[src/rtl/hdmi_word_align_if.sv]
// Aligner bus: raw words in, aligned words, lock and offset out.
// With HDMI_ALIGN_STATS_EN it also carries i_clr_stats / o_slips.
interface hdmi_word_align_if;
  logic       i_ce;
  logic [9:0] i_raw;
  logic       o_valid;
  logic [9:0] o_word;
  logic       o_locked;
  logic [3:0] o_shift;
`ifdef HDMI_ALIGN_STATS_EN
  logic       i_clr_stats;
  logic [7:0] o_slips;

  modport master (
    output i_ce, i_raw, i_clr_stats,
    input  o_valid, o_word, o_locked,
    input  o_shift, o_slips
  );
  modport slave (
    input  i_ce, i_raw, i_clr_stats,
    output o_valid, o_word, o_locked,
    output o_shift, o_slips
  );
`else
  modport master (
    output i_ce, i_raw,
    input  o_valid, o_word, o_locked,
    input  o_shift
  );
  modport slave (
    input  i_ce, i_raw,
    output o_valid, o_word, o_locked,
    output o_shift
  );
`endif
endinterface

[src/rtl/hdmi_word_align.sv]
// TMDS word aligner: searches the 10 bit offsets for control tokens
// and emits boundary-aligned words one word behind the input.
// Ports: i_clk, i_reset (async, active-high), bus (slave):
//   i_ce/i_raw in; o_valid/o_word/o_locked/o_shift out.
// Option HDMI_ALIGN_STATS_EN adds i_clr_stats and o_slips.
module hdmi_word_align #(
  parameter int LOCK_COUNT     = 8,
  parameter int SEARCH_TIMEOUT = 4096,
  parameter int LOSS_TIMEOUT   = 65536
) (
  input logic              i_clk,
  input logic              i_reset,
  hdmi_word_align_if.slave bus
);
  localparam int HW = $clog2(LOCK_COUNT) + 1;
  localparam int TW = $clog2(SEARCH_TIMEOUT) + 1;
  localparam int MW = $clog2(LOSS_TIMEOUT) + 1;

  typedef enum logic {SEARCH, LOCKED} state_t;

  state_t        state, state_n;
  logic [9:0]    prev;
  logic [HW-1:0] hits, hits_n;
  logic [TW-1:0] tmo, tmo_n;
  logic [MW-1:0] miss, miss_n;
  logic [3:0]    shift, shift_n;
  logic          valid;
  logic [9:0]    word;
  logic [19:0]   h;
  logic [9:0]    cand;
  logic          tok;

  always_comb begin
    h    = {prev, bus.i_raw};
    // h[19-s:10-s]: offset 0 passes prev unchanged
    cand = 10'(h >> (5'd10 - {1'b0, shift}));
    tok  = cand inside {10'h354, 10'h0AB,
                        10'h154, 10'h2AB};
  end

  always_comb begin
    state_n = state;
    hits_n  = hits;
    tmo_n   = tmo;
    miss_n  = miss;
    shift_n = shift;
    if (bus.i_ce) begin
      unique case (state)
        SEARCH: begin
          // A completing hit beats a coincident timeout
          if (tok && hits == HW'(LOCK_COUNT - 1)) begin
            state_n = LOCKED;
            hits_n  = hits + 1'b1;
            miss_n  = '0;
          end else if (tmo == TW'(SEARCH_TIMEOUT - 1)) begin
            shift_n = (shift == 4'd9) ? 4'd0
                                      : shift + 4'd1;
            hits_n  = '0;
            tmo_n   = '0;
          end else begin
            if (tmo != '1) tmo_n = tmo + 1'b1;
            if (tok && hits != '1) hits_n = hits + 1'b1;
          end
        end
        LOCKED: begin
          if (tok) begin
            miss_n = '0;
          end else if (miss == MW'(LOSS_TIMEOUT - 1)) begin
            // Keep shift: search resumes at last good offset
            state_n = SEARCH;
            hits_n  = '0;
            tmo_n   = '0;
          end else if (miss != '1) begin
            miss_n = miss + 1'b1;
          end
        end
        default: state_n = SEARCH;
      endcase
    end
  end

  always_ff @(posedge i_clk or posedge i_reset) begin
    if (i_reset) begin
      state <= SEARCH;
      prev  <= '0;
      hits  <= '0;
      tmo   <= '0;
      miss  <= '0;
      shift <= '0;
      valid <= 1'b0;
      word  <= '0;
    end else begin
      state <= state_n;
      hits  <= hits_n;
      tmo   <= tmo_n;
      miss  <= miss_n;
      shift <= shift_n;
      valid <= bus.i_ce;
      if (bus.i_ce) begin
        prev <= bus.i_raw;
        word <= cand;
      end
    end
  end

  assign bus.o_valid  = valid;
  assign bus.o_word   = word;
  assign bus.o_locked = (state == LOCKED);
  assign bus.o_shift  = shift;

`ifdef HDMI_ALIGN_STATS_EN
  logic [7:0] slips;
  logic       slip;

  assign slip = (shift_n != shift) ||
                (state == LOCKED && state_n == SEARCH);

  always_ff @(posedge i_clk or posedge i_reset) begin
    if (i_reset) begin
      slips <= '0;
    end else if (bus.i_clr_stats) begin
      slips <= '0;
    end else if (slip && slips != '1) begin
      slips <= slips + 8'd1;
    end
  end

  assign bus.o_slips = slips;
`endif
endmodule

[src/flat_wrapper.sv]
// flat-port wrapper written by rule: the top's interface ports become plain ports
module hdmi_word_align_flat 
#(
  parameter int LOCK_COUNT     = 8,
  parameter int SEARCH_TIMEOUT = 4096,
  parameter int LOSS_TIMEOUT   = 65536
)
  (i_clk, i_reset, bus_i_ce, bus_i_raw, bus_o_valid, bus_o_word, bus_o_locked, bus_o_shift);
  hdmi_word_align_if bus_i ();
  input logic i_clk;
  input logic i_reset;
  input wire logic [$bits(bus_i.i_ce)-1:0] bus_i_ce;
  input wire logic [$bits(bus_i.i_raw)-1:0] bus_i_raw;
  output wire logic [$bits(bus_i.o_valid)-1:0] bus_o_valid;
  output wire logic [$bits(bus_i.o_word)-1:0] bus_o_word;
  output wire logic [$bits(bus_i.o_locked)-1:0] bus_o_locked;
  output wire logic [$bits(bus_i.o_shift)-1:0] bus_o_shift;
  assign bus_i.i_ce = bus_i_ce;
  assign bus_i.i_raw = bus_i_raw;
  assign bus_o_valid = bus_i.o_valid;
  assign bus_o_word = bus_i.o_word;
  assign bus_o_locked = bus_i.o_locked;
  assign bus_o_shift = bus_i.o_shift;
  hdmi_word_align #(.LOCK_COUNT(LOCK_COUNT), .SEARCH_TIMEOUT(SEARCH_TIMEOUT), .LOSS_TIMEOUT(LOSS_TIMEOUT)) u_core (.i_clk(i_clk), .i_reset(i_reset), .bus(bus_i));
endmodule
[config.mk]
export PLATFORM = sky130hd
export DESIGN_NAME = hdmi_word_align_flat
export DESIGN_NICKNAME = d
export VERILOG_FILES = /design/src/rtl/hdmi_word_align_if.sv /design/src/rtl/hdmi_word_align.sv /design/src/flat_wrapper.sv
export SDC_FILE = /design/constraint.sdc
export NUM_CORES = 1
export LEC_CHECK = 0
export BUFFER_PORTS_ARGS = -buffer_cell sky130_fd_sc_hd__buf_4
export CELL_PAD_IN_SITES_DETAIL_PLACEMENT = 1
export CELL_PAD_IN_SITES_GLOBAL_PLACEMENT = 1
export CORE_MARGIN = 5
export CORE_UTILIZATION = 50
export DETAILED_ROUTE_END_ITERATION = 12
export GPL_TIMING_DRIVEN = 1
export PLACE_DENSITY_LB_ADDON = 0.1
export SLEW_MARGIN = 20
export SYNTH_ARGS = -nofsm -noshare
export SYNTH_HDL_FRONTEND = slang
export SYNTH_SLANG_ARGS = --single-unit
export TNS_END_PERCENT = 20
[constraint.sdc]
create_clock -name i_clk -period 10.7 [get_ports i_clk]
set_input_delay 2.14 -clock i_clk [delete_from_list [all_inputs] [get_ports i_clk]]
set_output_delay 2.14 -clock i_clk [all_outputs]
set_load 0.03 [all_outputs]
==> reports/results.ini, run 1 <==
[run_status]
status = complete, no violations

[synth]
synth_edf_count = 0
yosys-top-cells-count = dfrtp_1 (60), nand2_1 (29), nand3_1 (26)
synth_warnings = 0
post-synth-top-area-cell = dfrtp_1
synth_area_leaders = dfrtp_1 (39%), mux4_2 (12%), mux2i_1 (4.4%)
syn_nets = 401
synthArstFlopShare = 1.000
synth_top_area_frac = 0.3872
yosysSeqAreaShare = 0.3872
synthesis.area_um2 = 3877
synth_flop_cell = dfrtp_1
syn_area_per_cell_um2 = 10.20
synth_seq_cells = 60
yosysMostFrequentCell = dfrtp_1
synth_cell_types = 52
netlist_instances = 380

[critical_path]
critPathKind = input pin to flop
critPathMaxFanout = 18
startpoint_type = input pin
cp.arrival_ns = 5.32
worst_setup_path_end_kind = flop
worstPathRequired_ns = 10.98

[hold_path]
hold_class = flop to flop

[detailed_routing]
drc = 0
viasPerCell = 6.135
drt_iter0_drc = 113
first_pass_iters = 4
vias = 3141
wl_um = 9969
wl_per_cell_um = 19.47
ant_nets = 0

[grt]
grt_pass1_wl_um = 16860
grt_usage = 0.2147
grt_overflow = 0
grt_max_degree = 61
first_global_vias = 3347
grt_antenna_before_repair = 0

[cells_and_area]
stdcell_count = 512
area_growth_pct = 12.68
drive_above_1_share = 0.2366
fin_nets = 426
antennaDiodeCount = 0
post-route-util = 0.5713

[cts]
cts_root_buffer = clkbuf_8
cts.path.max_buffers = 2
clk_pin_slew_ns = 0.07
clock_latency_ns = 0.34
hold_buffers = 0
cts_setup_buffers = 0
cts_resized = 0
cts_made_buffers = 9
cts_tree = done
ctsHtreeMaxLevel = 3
cts.sinks = 60

[die]
core-area_um2 = 7647
start_util = 0.5070
die-area_um2 = 9616
io_pins = 29
rows = 32
dieHeight_um = 98.06
die_width_um = 98.06

[sta]
finalSetupViolations = 0
layout_setup_ws_ns = 5.661
hold_violations = 0
maxSlewViolCount = 0
finalCriticalPeriod_ns = 5.039
hold_slack_ns = 0.4842
maxSlewHeadroom = 0.3158
finalSetupTns_ns = 0
fin_crit_sh = 0.4709
max_freq_mhz = 198.5
rsz0062_at_grt = no
tightest_slew_ns = 1.021
finClkSkew_ns = 0.007393

[power_and_ir_drop]
leakage_nw = 1.967
pwr_density_cell_nw_per_um2 = 153.6
vdd_drop_max_v = 0.00008328

[place]
hpwl_um = 6833
port_buffers = 28
dp.cells = 496
routabilityCongestion = 0.8670
post-place-ws_ns = 5.330

[job]
maxCapViolations = 0

==> stage by stage <==
stage               area [um2]  total power [mW]
finish                    4369            0.6713
global route              4369            0.7101
CTS                       4362            0.6766
detailed placement        4145            0.4449
global placement          4145            0.4348
floorplan                 3877            0.3960
==> path summary, 6_finish.rpt <==
| check | to | from | depth (start not counted) | slack [ns] |
|---|---|---|---|---|
| worst min register to register | u_core.miss[15]$_DFFE_PP0P_ | u_core.miss[15]$_DFFE_PP0P_ | 1 | 0.48 |
| worst max-delay path | u_core.miss[5]$_DFFE_PP0P_ | bus_i_raw[9] | 9 | 5.66 |
| worst min-delay path | u_core.miss[15]$_DFFE_PP0P_ | u_core.miss[15]$_DFFE_PP0P_ | 1 | 0.48 |
| min in group asynchronous | u_core.bus.o_word[0]$_DFFE_PP0P_ | i_reset | 3 | 2.03 |
| max in group asynchronous | u_core.prev[7]$_DFFE_PP0P_ | i_reset | 3 | 8.14 |
| worst max register to register | u_core.miss[5]$_DFFE_PP0P_ | u_core.bus.o_shift[0]$_DFFE_PP0P_ | 11 | 5.75 |
==> per-layer routing <==
metal	routed length, um	part of all wire	GRT usage	up-vias
met4	89	0.0089	0.06177	0
met1	4691	0.47	0.3001	1594
met2	4852	0.49	0.3466	61
met5	0	0	0	-
met3	336	0.034	0.03429	7
li1	-	-	-	1479
==> cells by family after synthesis <==
logic type / after synthesis / share of synthesized area
XOR/XNOR: 3 / 0.008714
buffers and inverters: 37 / 0.04421
adder cells (fa/ha/maj): 8 / 0.02582
AO/OA/AOI/OAI: 98 / 0.1639
flip-flops: 60 / 0.3872
AND/OR/NAND/NOR: 120 / 0.1607
multiplexers: 54 / 0.2094
==> critical path, stage by stage <==
cell	delay, ns
buf_4	0.13
mux4_2	0.48
mux4_2	0.54
nand3_1	0.16
nor4_2	0.09
nor3_2	0.78
nand3_1	0.49
o31ai_1	0.39
a21o_1	0.12
==> power by group <==
group / switching (mW) / total [mW] / leakage [nW] / internal [mW]
registers: 0.0389 / 0.299 / 0.758 / 0.260
clock network: 0.0918 / 0.228 / 0.113 / 0.136
logic: 0.0800 / 0.144 / 1.10 / 0.0640
==> state kept, by name, indices dropped and copies added, names as in the netlist <==
name,count
u_core.bus.o_locked,1
u_core.bus.o_word,10
u_core.prev,10
u_core.bus.o_shift,4
u_core.miss,17
u_core.tmo,13
u_core.hits,4
u_core.bus.o_valid,1
==> cells in the final DEF (no fill, tap or decap), types with 8 or more instances in the layout <==
cell type and count:
dfrtp_1 60, buf_4 32, nand2_1 29, nand3_1 26, mux4_2 20, a21oi_1 19
nor2_1 18, inv_1 18, mux2i_1 17, o21ai_0 16, mux2_2 15, and3_1 13
o21ai_1 10, clkbuf_8 10, a21o_1 9, a31oi_1 8, ha_1 8
==> cell type report <==
class	count	area, um2
fillers	863	3278
flip-flops and latches	60	1501
repair buffers	32	240.2
well taps	102	127.6
clock inverters	5	75.07
inverters	19	71.32
multi-input cells	283	2212
clock buffers	11	141.4
Note: power is estimated with default switching activity, not from simulation.
==> inputs of run 2 (changes only) <==
--- a/config.mk
+++ b/config.mk
@@ -9,7 +9,7 @@
 export CELL_PAD_IN_SITES_DETAIL_PLACEMENT = 1
 export CELL_PAD_IN_SITES_GLOBAL_PLACEMENT = 1
 export CORE_MARGIN = 5
-export CORE_UTILIZATION = 50
+export CORE_UTILIZATION = 43
 export DETAILED_ROUTE_END_ITERATION = 12
 export GPL_TIMING_DRIVEN = 1
 export PLACE_DENSITY_LB_ADDON = 0.1
==> constraint.sdc (replaced) <==
create_clock -name i_clk -period 4 [get_ports i_clk]
set_input_delay 0.8 -clock i_clk [delete_from_list [all_inputs] [get_ports i_clk]]
set_output_delay 0.8 -clock i_clk [all_outputs]
set_load 0.03 [all_outputs]
==> run 2 against run 1 <==
  * Final cell count grew 3.5%
  * Die area is 15% higher
  * Highest routed layer unchanged
  * Critical path depth rose by 1
==> reports/results.ini, run 2 (synthesis results as in run 1) <==
[sta]
hold_slack_ns = 0.4841
finalSetupViolations = 0
hold_violations = 0
maxSlewViolCount = 0
max_freq_mhz = 273.0
layout_setup_ws_ns = 0.3374
tightest_slew_ns = 0.5878
finClkSkew_ns = 0.009525
finalSetupTns_ns = 0
fin_crit_sh = 0.9157
rsz0062_at_grt = no
maxSlewHeadroom = 0.6081
finalCriticalPeriod_ns = 3.663

[cells_and_area]
antennaDiodeCount = 0
largestRegisters = u_core.miss x17, u_core.tmo x13
fin_nets = 438
regMostFlops = u_core.miss
drive_above_1_share = 0.2559
fin_area_um2 = 4459
layout_common_cells = dfrtp_1 (60), buf_4 (44), nand2_1 (29)
final_common_cell = dfrtp_1
post-route-util = 0.5089
area_growth_pct = 15.00
seq_area_um2 = 1501
largest_reg_flops = 17
multi_input_area_um2 = 2205
fillers = 999

[critical_path]
critical-path-top-delay-family = multiplexers
regToRegSetupSlack_ns = 0.34
critPathMaxFanout = 15
cp.arrival_ns = 3.89
reg2regPathDepth = 10
r2r_end = u_core.miss[2]$_DFFE_PP0P_
critPathKind = flop to flop
worst_setup_path_end_kind = flop
crit_buf_inv = 2
r2r_start = u_core.bus.o_shift[1]$_DFFE_PP0P_
critPathMaxStageDelay_ns = 0.54
crit_chain = ha_1 -> buf_4 -> mux4_2 -> mux4_2 -> nor4_2 -> and4_4 -> o21ai_2 -> buf_4 -> a21bo_1 -> a221o_1
startpoint_type = flop
worstPathRequired_ns = 4.23
critical-path-slowest-cell = mux4_2
cp-startpoint = u_core.bus.o_shift[1]$_DFFE_PP0P_

[hold_path]
hold_class = flop to flop
min_to = u_core.miss[15]$_DFFE_PP0P_
holdPathStages = 1
min_from = u_core.miss[15]$_DFFE_PP0P_

[detailed_routing]
drt_iter0_drc = 90
viasPerCell = 6.021
vias = 3191
wl_per_cell_um = 18.94
wl_um = 10040
drc = 0
ant_nets = 0
first_pass_iters = 4

[grt]
first_global_vias = 3358
grt_overflow = 0
grt_max_degree = 38
grt_pass1_wl_um = 17300
grt_antenna_before_repair = 0
grt_usage = 0.1919

[cts]
ctsHtreeMaxLevel = 3
clock_latency_ns = 0.35
hold_buffers = 0
cts.path.max_buffers = 2
clk_pin_slew_ns = 0.07
cts.sinks = 60
cts_root_buffer = clkbuf_8
cts_setup_buffers = 0
cts_resized = 0
cts_tree = done
cts_made_buffers = 9

[job]
maxCapViolations = 0

[place]
post-place-ws_ns = 0.3619
routabilityCongestion = 0.8131
hpwl_um = 7323
port_buffers = 28
placed_area_um2 = 4243

[power_and_ir_drop]
vdd_drop_max_v = 0.0001428
leakage_nw = 2.013
pwr_density_cell_nw_per_um2 = 403.5

[die]
die_width_um = 105.0
core-area_um2 = 8763
die-area_um2 = 11020
io_pins = 29
start_util = 0.4425
dieHeight_um = 105.0
rows = 34

[run_status]
status = complete, no violations

## run 2: cell count changes in the layout (fill, tap and decap cells not counted)
| cell | change |
|---|---|
| buf_4 | +12 |
| xnor2_1 | +1 |
| xnor2_2 | -1 |
## run 2: cell type report
| cell class | count | share of cell area |
|---|---|---|
| multi-input combinational | 283 | 0.4944 |
| sequential | 60 | 0.3367 |
| timing repair buffer | 44 | 0.07407 |
| clock buffer | 11 | 0.03171 |
| tap | 108 | 0.03030 |
| clock inverter | 5 | 0.01684 |
| inverter | 19 | 0.01599 |
## run 2: power by group
| group | switching (mW) | internal (mW) | total (mW) |
|---|---|---|---|
| Clock | 0.249 | 0.365 | 0.614 |
| Combinational | 0.213 | 0.178 | 0.391 |
| Sequential | 0.0987 | 0.696 | 0.795 |
| Total | 0.561 | 1.24 | 1.80 |
## run 2: worst max path at each step
stage                                      end  slack (ns)  cells after the start
floorplan           u_core.miss[2]$_DFFE_PP0P_        0.01                     15
global placement    u_core.miss[2]$_DFFE_PP0P_        0.42                      9
detailed placement  u_core.miss[2]$_DFFE_PP0P_        0.36                     10
CTS                 u_core.miss[2]$_DFFE_PP0P_        0.32                     10
global route        u_core.miss[1]$_DFFE_PP0P_        0.13                     11
finish              u_core.miss[2]$_DFFE_PP0P_        0.34                     10
## run 2: routing by layer
metal	part of all wire	up-vias	track usage
li1	-	1505	-
met1	0.48	1626	0.2633
met2	0.48	50	0.3067
met3	0.032	10	0.04131
met4	0.011	0	0.05479
met5	0	-	0
## run 2: through the flow
step | std cells | power (mW)
after floorplan | 380 | 1.059
after global placement | 514 | 1.174
after detailed placement | 514 | 1.199
after CTS | 530 | 1.821
after global routing | 530 | 1.909
final | 530 | 1.799
==> inputs of run 3 (changes only) <==
--- a/config.mk
+++ b/config.mk
@@ -6,7 +6,7 @@
 export NUM_CORES = 1
 export LEC_CHECK = 0
 export BUFFER_PORTS_ARGS = -buffer_cell sky130_fd_sc_hd__buf_4
-export CELL_PAD_IN_SITES_DETAIL_PLACEMENT = 1
+export CELL_PAD_IN_SITES_DETAIL_PLACEMENT = 0
 export CELL_PAD_IN_SITES_GLOBAL_PLACEMENT = 1
 export CORE_MARGIN = 5
 export CORE_UTILIZATION = 43
==> run 3 against run 2 <==
  * Sequential share of layout area rose by 0.25 points
  * Global-route usage fell by 1.8 points
  * First-iteration DRC count rose by 84%
  * Final cell count did not move
  * Routed wire length fell by 10%
  * Register-to-register slack improved by 0.08 ns
  * Via count fell by 2.5%
  * Critical endpoint unchanged
  * Largest cell class unchanged
  * Critical path depth did not move
  * Setup slack improved by 0.076 ns
==> reports/results.ini, run 3 (synthesis results as in run 1) <==
[cts]
cts.sinks = 60
cts_root_buffer = clkbuf_8
cts_made_buffers = 9
clock_latency_ns = 0.34
ctsHtreeMaxLevel = 3
cts_setup_buffers = 0
clk_pin_slew_ns = 0.07
cts.path.max_buffers = 2
hold_buffers = 0
cts_tree = done
cts_resized = 0

[sta]
hold_violations = 0
layout_setup_ws_ns = 0.4132
max_freq_mhz = 278.8
finalSetupViolations = 0
rsz0062_at_grt = no
maxSlewHeadroom = 0.6086
maxSlewViolCount = 0
finalSetupTns_ns = 0
finClkSkew_ns = 0.01348
fin_crit_sh = 0.8967
finalCriticalPeriod_ns = 3.587
tightest_slew_ns = 0.5871

[grt]
grt_max_degree = 38
grt_antenna_before_repair = 0
grt_pass1_wl_um = 15850
grtUsageMet1 = 0.2468
first_global_vias = 3106
grt_most_used_layer = met2
grt.met3_usage = 0.04747
grt_usage = 0.1738
met2_usage = 0.2630
grt_overflow = 0

[die]
start_util = 0.4425
io_pins = 29
die_width_um = 105.0
dieHeight_um = 105.0
core-area_um2 = 8763
die-area_um2 = 11020
rows = 34

[cells_and_area]
largestRegisters = u_core.miss x17, u_core.tmo x13
layout_common_cells = dfrtp_1 (60), buf_4 (44), nand2_1 (29)
fillers = 818
drive_above_1_share = 0.2536
antennaDiodeCount = 0
regMostFlops = u_core.miss
multi_input_area_um2 = 2205
seq_area_um2 = 1501
fin_nets = 438
largest_reg_flops = 17
stdcell_count = 530
area_growth_pct = 14.17
final_common_cell = dfrtp_1

[detailed_routing]
drc = 0
wl_per_cell_um = 16.98
wl_um = 9000
ant_nets = 0
vias = 3112
viasPerCell = 5.872
drt_iter0_drc = 166
first_pass_iters = 4

[place]
hpwl_um = 6539
port_buffers = 28
dp.cells = 514
routabilityCongestion = 0.8131
post-place-ws_ns = 0.4123

[power_and_ir_drop]
leakage_nw = 1.993
pwr_density_cell_nw_per_um2 = 384.4
vdd_drop_max_v = 0.0001859

[critical_path]
critPathMaxFanout = 15
cp.arrival_ns = 3.80
worst_setup_path_end_kind = flop
worstPathRequired_ns = 4.22
reg2regPathDepth = 10
critPathKind = flop to flop
startpoint_type = flop

[hold_path]
holdPathStages = 1
hold_class = flop to flop

[run_status]
status = complete, no violations

[job]
maxCapViolations = 0

-- run 3: changes by cell type in the layout (fill, tap and decap cells not counted), sizes merged --
cell / delta
bufinv: -1
clkinvlp: +1
-- run 3: final timing paths --
check | to | slack (ns) | start
worst max-delay path | u_core.miss[2]$_DFFE_PP0P_ | 0.41 | u_core.bus.o_shift[1]$_DFFE_PP0P_
min in group asynchronous | u_core.bus.o_word[5]$_DFFE_PP0P_ | 0.49 | i_reset
max in group asynchronous | u_core.miss[5]$_DFFE_PP0P_ | 2.63 | i_reset
worst max register to register | u_core.miss[2]$_DFFE_PP0P_ | 0.41 | u_core.bus.o_shift[1]$_DFFE_PP0P_
worst min-delay path | u_core.miss[15]$_DFFE_PP0P_ | 0.48 | u_core.miss[15]$_DFFE_PP0P_
worst min register to register | u_core.miss[15]$_DFFE_PP0P_ | 0.48 | u_core.miss[15]$_DFFE_PP0P_
-- run 3: metal layers --
layer  part of all wire  vias to the layer above  routed length, um
li1                   -                     1505                  -
met1               0.49                     1550               4394
met2               0.46                       45               4172
met3              0.033                       12                301
met4              0.015                        0                131
met5                  0                        -                  0
-- run 3: metrics by stage --
| stage | power, mW | utilization | hold WS, ns | instance area, um2 |
|---|---|---|---|---|
| 2_1_floorplan | 1.059 | - | 0.4425 | 3877 |
| 3_3_place_gp | 1.174 | 0.4842 | 0.4764 | 4243 |
| 3_5_place_dp | 1.183 | 0.4842 | 0.4730 | 4243 |
| 4_1_cts | 1.719 | 0.5051 | 0.4843 | 4427 |
| 5_1_grt | 1.810 | 0.5051 | 0.5127 | 4427 |
| 6_report | 1.702 | 0.5051 | 0.4842 | 4427 |
-- run 3: critical path, cell delays in order (launching register included) --
cell and delay [ns]:
dfrtp_1 0.46, ha_1 0.38, buf_4 0.23, mux4_2 0.35, mux4_2 0.54, nor4_2 0.23, and4_4 0.28, o21ai_2 0.08
buf_4 0.22, a21bo_1 0.31, a221o_1 0.38
-- run 3: power breakdown --
group          internal (mW)  leakage, nW  total (mW)  switching (mW)
clock network          0.285       0.0931       0.532           0.247
registers              0.696        0.758       0.791          0.0952
logic                  0.177         1.14       0.379           0.202
-- run 3: area by class of cell --
cell class	instances	area share
Clock buffer	11	0.02968
Multi-Input combinational cell	283	0.4980
Clock inverter	5	0.01187
Inverter	19	0.01611
Timing Repair Buffer	44	0.07462
Sequential cell	60	0.3392
Tap cell	108	0.03053
